### src/rtl/palette_fade_ctrl.sv
// Brightness-scaled shadow palette with vblank-paced fade sequencing.
// The shadow copy is rewritten one entry per clock during vertical blank.
module palette_fade_ctrl #(
  parameter int unsigned FRAMES_PER_STEP = 2,
  parameter int unsigned LEVEL_STEP      = 1
) (
  input  logic        i_clk,
  input  logic        i_rst,
  input  logic [23:0] i_base_color [0:15],
  input  logic        i_start,
  input  logic        i_dir,
  input  logic        i_vblank,
  input  logic [3:0]  i_rd_idx,
  output logic [23:0] o_rd_color,
  output logic [4:0]  o_level,
  output logic        o_busy,
  output logic        o_done
);

  typedef enum logic [1:0] {
    IDLE,
    WAIT_VB,
    UPDATE
  } state_t;

  state_t      state;
  logic [4:0]  target;
  logic [3:0]  fcnt;
  logic [3:0]  ptr;
  logic        vb_d;
  logic [23:0] shadow [0:15];

  logic        vb_edge;
  logic [4:0]  start_target;
  logic [4:0]  next_level;
  logic [23:0] wdata;

  localparam logic [4:0] STEP     = 5'(LEVEL_STEP);
  localparam logic [3:0] FCNT_LST = 4'(FRAMES_PER_STEP - 1);

  function automatic logic [7:0] chan_scale(input logic [7:0] c, input logic [4:0] lvl);
    return 8'((12'(c) * 12'(lvl)) >> 4);
  endfunction

  assign vb_edge      = i_vblank && !vb_d;
  assign start_target = i_dir ? 5'd16 : 5'd0;

  // Step toward the target, landing exactly on it when the remaining gap is within one step.
  always_comb begin
    next_level = o_level;
    if (target > o_level) begin
      next_level = ((target - o_level) <= STEP) ? target : o_level + STEP;
    end else if (target < o_level) begin
      next_level = ((o_level - target) <= STEP) ? target : o_level - STEP;
    end
  end

  always_comb begin
    wdata = '0;
    if (ptr != 4'd0) begin
      wdata = {chan_scale(i_base_color[ptr][23:16], o_level),
               chan_scale(i_base_color[ptr][15:8],  o_level),
               chan_scale(i_base_color[ptr][7:0],   o_level)};
    end
  end

  always_ff @(posedge i_clk or posedge i_rst) begin
    if (i_rst) begin
      state      <= IDLE;
      target     <= '0;
      fcnt       <= '0;
      ptr        <= '0;
      vb_d       <= 1'b1;
      o_level    <= '0;
      o_rd_color <= '0;
      o_busy     <= 1'b0;
      o_done     <= 1'b0;
      for (int unsigned i = 0; i < 16; i++) begin
        shadow[i] <= '0;
      end
    end else begin
      vb_d       <= i_vblank;
      o_done     <= 1'b0;
      o_rd_color <= shadow[i_rd_idx];
      case (state)
        IDLE: begin
          if (i_start) begin
            if (start_target != o_level) begin
              target <= start_target;
              fcnt   <= '0;
              o_busy <= 1'b1;
              state  <= WAIT_VB;
            end else begin
              o_done <= 1'b1;
            end
          end
        end
        WAIT_VB: begin
          if (vb_edge) begin
            if (fcnt == FCNT_LST) begin
              fcnt    <= '0;
              o_level <= next_level;
              ptr     <= '0;
              state   <= UPDATE;
            end else begin
              fcnt <= fcnt + 4'd1;
            end
          end
        end
        UPDATE: begin
          shadow[ptr] <= wdata;
          ptr         <= ptr + 4'd1;
          if (ptr == 4'd15) begin
            if (o_level == target) begin
              o_busy <= 1'b0;
              o_done <= 1'b1;
              state  <= IDLE;
            end else begin
              state <= WAIT_VB;
            end
          end
        end
        default: state <= IDLE;
      endcase
    end
  end

endmodule
### config.mk
export PLATFORM = sky130hd
export DESIGN_NAME = palette_fade_ctrl
export DESIGN_NICKNAME = d
export VERILOG_FILES = /design/src/rtl/palette_fade_ctrl.sv
export SDC_FILE = /design/constraint.sdc
export NUM_CORES = 1
export LEC_CHECK = 0
export CAP_MARGIN = 40
export CORE_MARGIN = 2
export CORE_UTILIZATION = 57
export DETAILED_ROUTE_END_ITERATION = 16
export MAX_ROUTING_LAYER = met4
export PLACE_DENSITY_LB_ADDON = 0.15
export SYNTH_ARGS = -nofsm -noshare
export SYNTH_HDL_FRONTEND = slang
export SYNTH_SLANG_ARGS = --single-unit
### constraint.sdc
create_clock -name i_clk -period 45 [get_ports i_clk]
set_input_delay 9 -clock i_clk [delete_from_list [all_inputs] [get_ports i_clk]]
set_output_delay 9 -clock i_clk [all_outputs]
set_load 0.02 [all_outputs]
==> out/results.txt <==
Setup Buffers After CTS: 0
Ys async rst share: 1.000
Mapped Cells: 2124
Final layout net count: 2972
Number of max-cap violations: 0
Final Cycle Share: 0.3194
Clock latency on the worst-skew pair: 0.54 ns
Post-synth EDFFs: 0
RePlAce Congestion: 0.9244
Dpl ws: 30.14 ns
Critical path arrival: 14.78 ns
Post-cts hold buffer count: 0
Leak Pwr: 13.23 nW
Worst-path clk slew: 0.06 ns
Count of different cell masters after synthesis: 57
RSZ-0062 raised after global routing: false
Final hold viol count: 0
Synthesized cell area: 24380 sq um
Vias in the first global route: 19420
Initial antenna violation count: 14
Status: complete, no violations
Max-Slew Margin vs Limit: 0.3660
First-pass GRT wire length: 115100 um
Die span in y: 210.8 um
Largest family of logic cells by synthesized area: multiplexers
TritonCTS buffer count: 41
Gr usage total: 0.3561
Layout overhead on the synthesized area: 24.91%
Worst hold slack: 0.4738 ns
Worst path required time: 45.40 ns
Critical Path End Type: flop
Post_cts resized: 0
DRC Markers: 0
Adder-cell share of the synthesized area: 0.07277
Mux contribution to synthesized area: 0.2327
Die width: 210.8 um
Fillers: 2877
Cells after DPL: 2962
Synth Area in Simple Gates: 0.1107
DR vias/cell: 6.197
Clock Sinks: 427
Slowest stage cell on the critical path: xnor2_1
CTS Buffer Depth: 3
Final wirelength: 75280 um
Pwr Total: 0.002386 W
Post-Layout Cell Count: 3045
Synth area leaders: dfrtp_1 44%, mux4_2 21%, o21ai_0 6.9%, nand2_1 6.2%, fa_1 3.9%
CP Max Fanout: 18
Post-route setup slack: 30.62 ns
CTS HTree Levels: 2
Final-report setup violation count: 0
Xor and xnor area share after synthesis: 0.01006
Starting density of the core: 0.5800
Core Box Area: 42040 sq um
CTS tree: done
IO Count: 424
Pin count of the biggest net entering global routing: 161
Peak supply drop: 0.1077 mV
Compound-Gate Fraction of Synth Area: 0.09432
Seq/Total Area, Yosys: 0.4383
DR pass1 iterations: 6
Post-layout min period: 14.38 ns
Post-detailed-route count of antenna-violating nets: 0
Fmax: 0.06956 GHz
Drt wl/cell: 24.72 um
Yosys top cell area share: 0.4372
Power per cell area: 78.33 nW/um^2
Initial DRC Count: 2075
Top cell type by total area after synthesis: dfrtp_1
Worst Max-Slew Pin Slew: 0.9510 ns
Worst Skew: 0.01164 ns
Top_reg_cell synth: dfrtp_1
FP Rows: 75
DIE AREA: 44450 sq um
Cell mode on critical path: fa_1
Mapped Nets: 2630
Hold Crit Class: reg -> reg
CTS Root Cell: clkbuf_16
Syn Area/Cell: 11.48 sq um
Crit path cell chain: clkdlybuf4s50_1, mux4_2, mux4_2, and2_1, fa_1, fa_1, inv_1, fa_1, inv_1, ha_1, o21a_1, o2111ai_1, o21ai_2, o41ai_2, xnor2_1, or2_1, o21ai_0
Max-slew violation count: 0
Via count: 18870
Crit Path Category: in -> reg
Synth warn: 0
Total congestion overflow: 0
Yosys reg bits: 427
Startpoint types: primary input
CP max stage delay: 0.72 ns
TNS Setup: 0 ns
Input/output buffers: 423
Share of layout cells above drive strength 1: 0.1520
DP HPWL: 53300 um
-- synthesized netlist by cell type, types with 5 or more instances --
library cell / n
or3_1: 8
nand3_1: 25
dfrtp_1: 426
nand4_1: 5
nand2_1: 403
buf_1: 15
o21ai_0: 336
mux4_2: 224
a211o_1: 5
mux4_1: 6
nor2b_1: 8
inv_1: 83
nor2_1: 27
o21a_1: 7
nand2b_1: 8
mux2_2: 32
buf_2: 18
a21oi_1: 20
and2_1: 97
ha_1: 65
clkbuf_1: 130
fa_1: 48
and3_1: 6
o31ai_1: 18
mux2i_1: 11
nor3_1: 12
a22oi_1: 9
xor2_1: 11
xnor2_1: 17
-- path summary, 6_finish.rpt --
path | start | endpoint | slack, ns | cells past startpoint
worst max-delay path | i_base_color[90] | shadow[335] | 30.62 | 17
worst min-delay path | state[0] | o_done | 0.47 | 1
worst max register to register | ptr[0] | shadow[335] | 37.51 | 18
worst min register to register | state[0] | o_done | 0.47 | 1
max in group asynchronous | i_rst | shadow[115] | 34.65 | 5
min in group asynchronous | i_rst | shadow[74] | 8.75 | 2
-- layout make-up --
type / instances / area (sq um) / area share
repair buffers: 470 / 4748 / 0.1559
diodes: 13 / 32.53 / 0.001068
clock buffers: 63 / 1221 / 0.04010
clock inverters: 7 / 68.82 / 0.002259
inverters: 83 / 319.1 / 0.01048
well taps: 539 / 674.4 / 0.02214
multi-input cells: 1443 / 12700 / 0.4169
flip-flops and latches: 427 / 10700 / 0.3512
-- power by group --
part	leakage (nW)	internal, W	switching [W]
sequential	4.17	0.000463	0.0000546
combinational	8.43	0.000547	0.000985
clock	0.626	0.000192	0.000144
-- cell families (layout without fill, tap and decap cells) --
logic type / after synthesis / count (layout)
simple gates: 609 / 609
flops: 427 / 427
compound gates: 420 / 420
mux: 273 / 273
buf+inv: 254 / 623
fa+ha+maj: 113 / 113
xor+xnor: 28 / 28
other cells: 0 / 13
-- per-stage QoR --
stage / utilization / instance area (sq um)
final: 0.7245 / 30460
after global routing: 0.7244 / 30450
after CTS: 0.7237 / 30420
after detailed placement: 0.6930 / 29130
after global placement: 0.6863 / 28850
after floorplan: - / 24380
-- sequential cells by signal (all words and copies together) (netlist names) --
name	cells
o_level	5
fcnt	4
shadow	384
o_busy	1
vb_d	1
o_rd_color	24
target	1
ptr	4
o_done	1
state	2
-- metal layers --
layer  global-route usage  wire length [um]
met2               0.5659             37180
met1               0.4733             29650
met5                    -                 0
met4               0.1117              2455
met3              0.06453              6005
-- layout by cell type (no fill, tap or decap), types with 12 or more instances in the layout --
cell type / n
a21oi_1: 20
buf_4: 36
mux2_2: 32
inv_1: 82
o31ai_1: 18
mux4_2: 224
dfrtp_1: 423
o21ai_0: 336
ha_1: 65
clkbuf_1: 13
and2_1: 97
nand2_1: 403
nor2_1: 27
clkdlybuf4s50_1: 420
nor3_1: 12
diode_2: 13
clkbuf_16: 43
fa_1: 48
nand3_1: 24
xnor2_1: 17
-- critical path, delay by kind of cell --
family                   cells  cell delay [ns]
adder cells (fa/ha/maj)      4             1.74
AO/OA/AOI/OAI                5             1.16
multiplexers                 2             1.05
XOR/XNOR                     1             0.72
buffers and inverters        3             0.67
AND/OR/NAND/NOR              2             0.42
No activity file was read; power rests on OpenSTA's default activity.
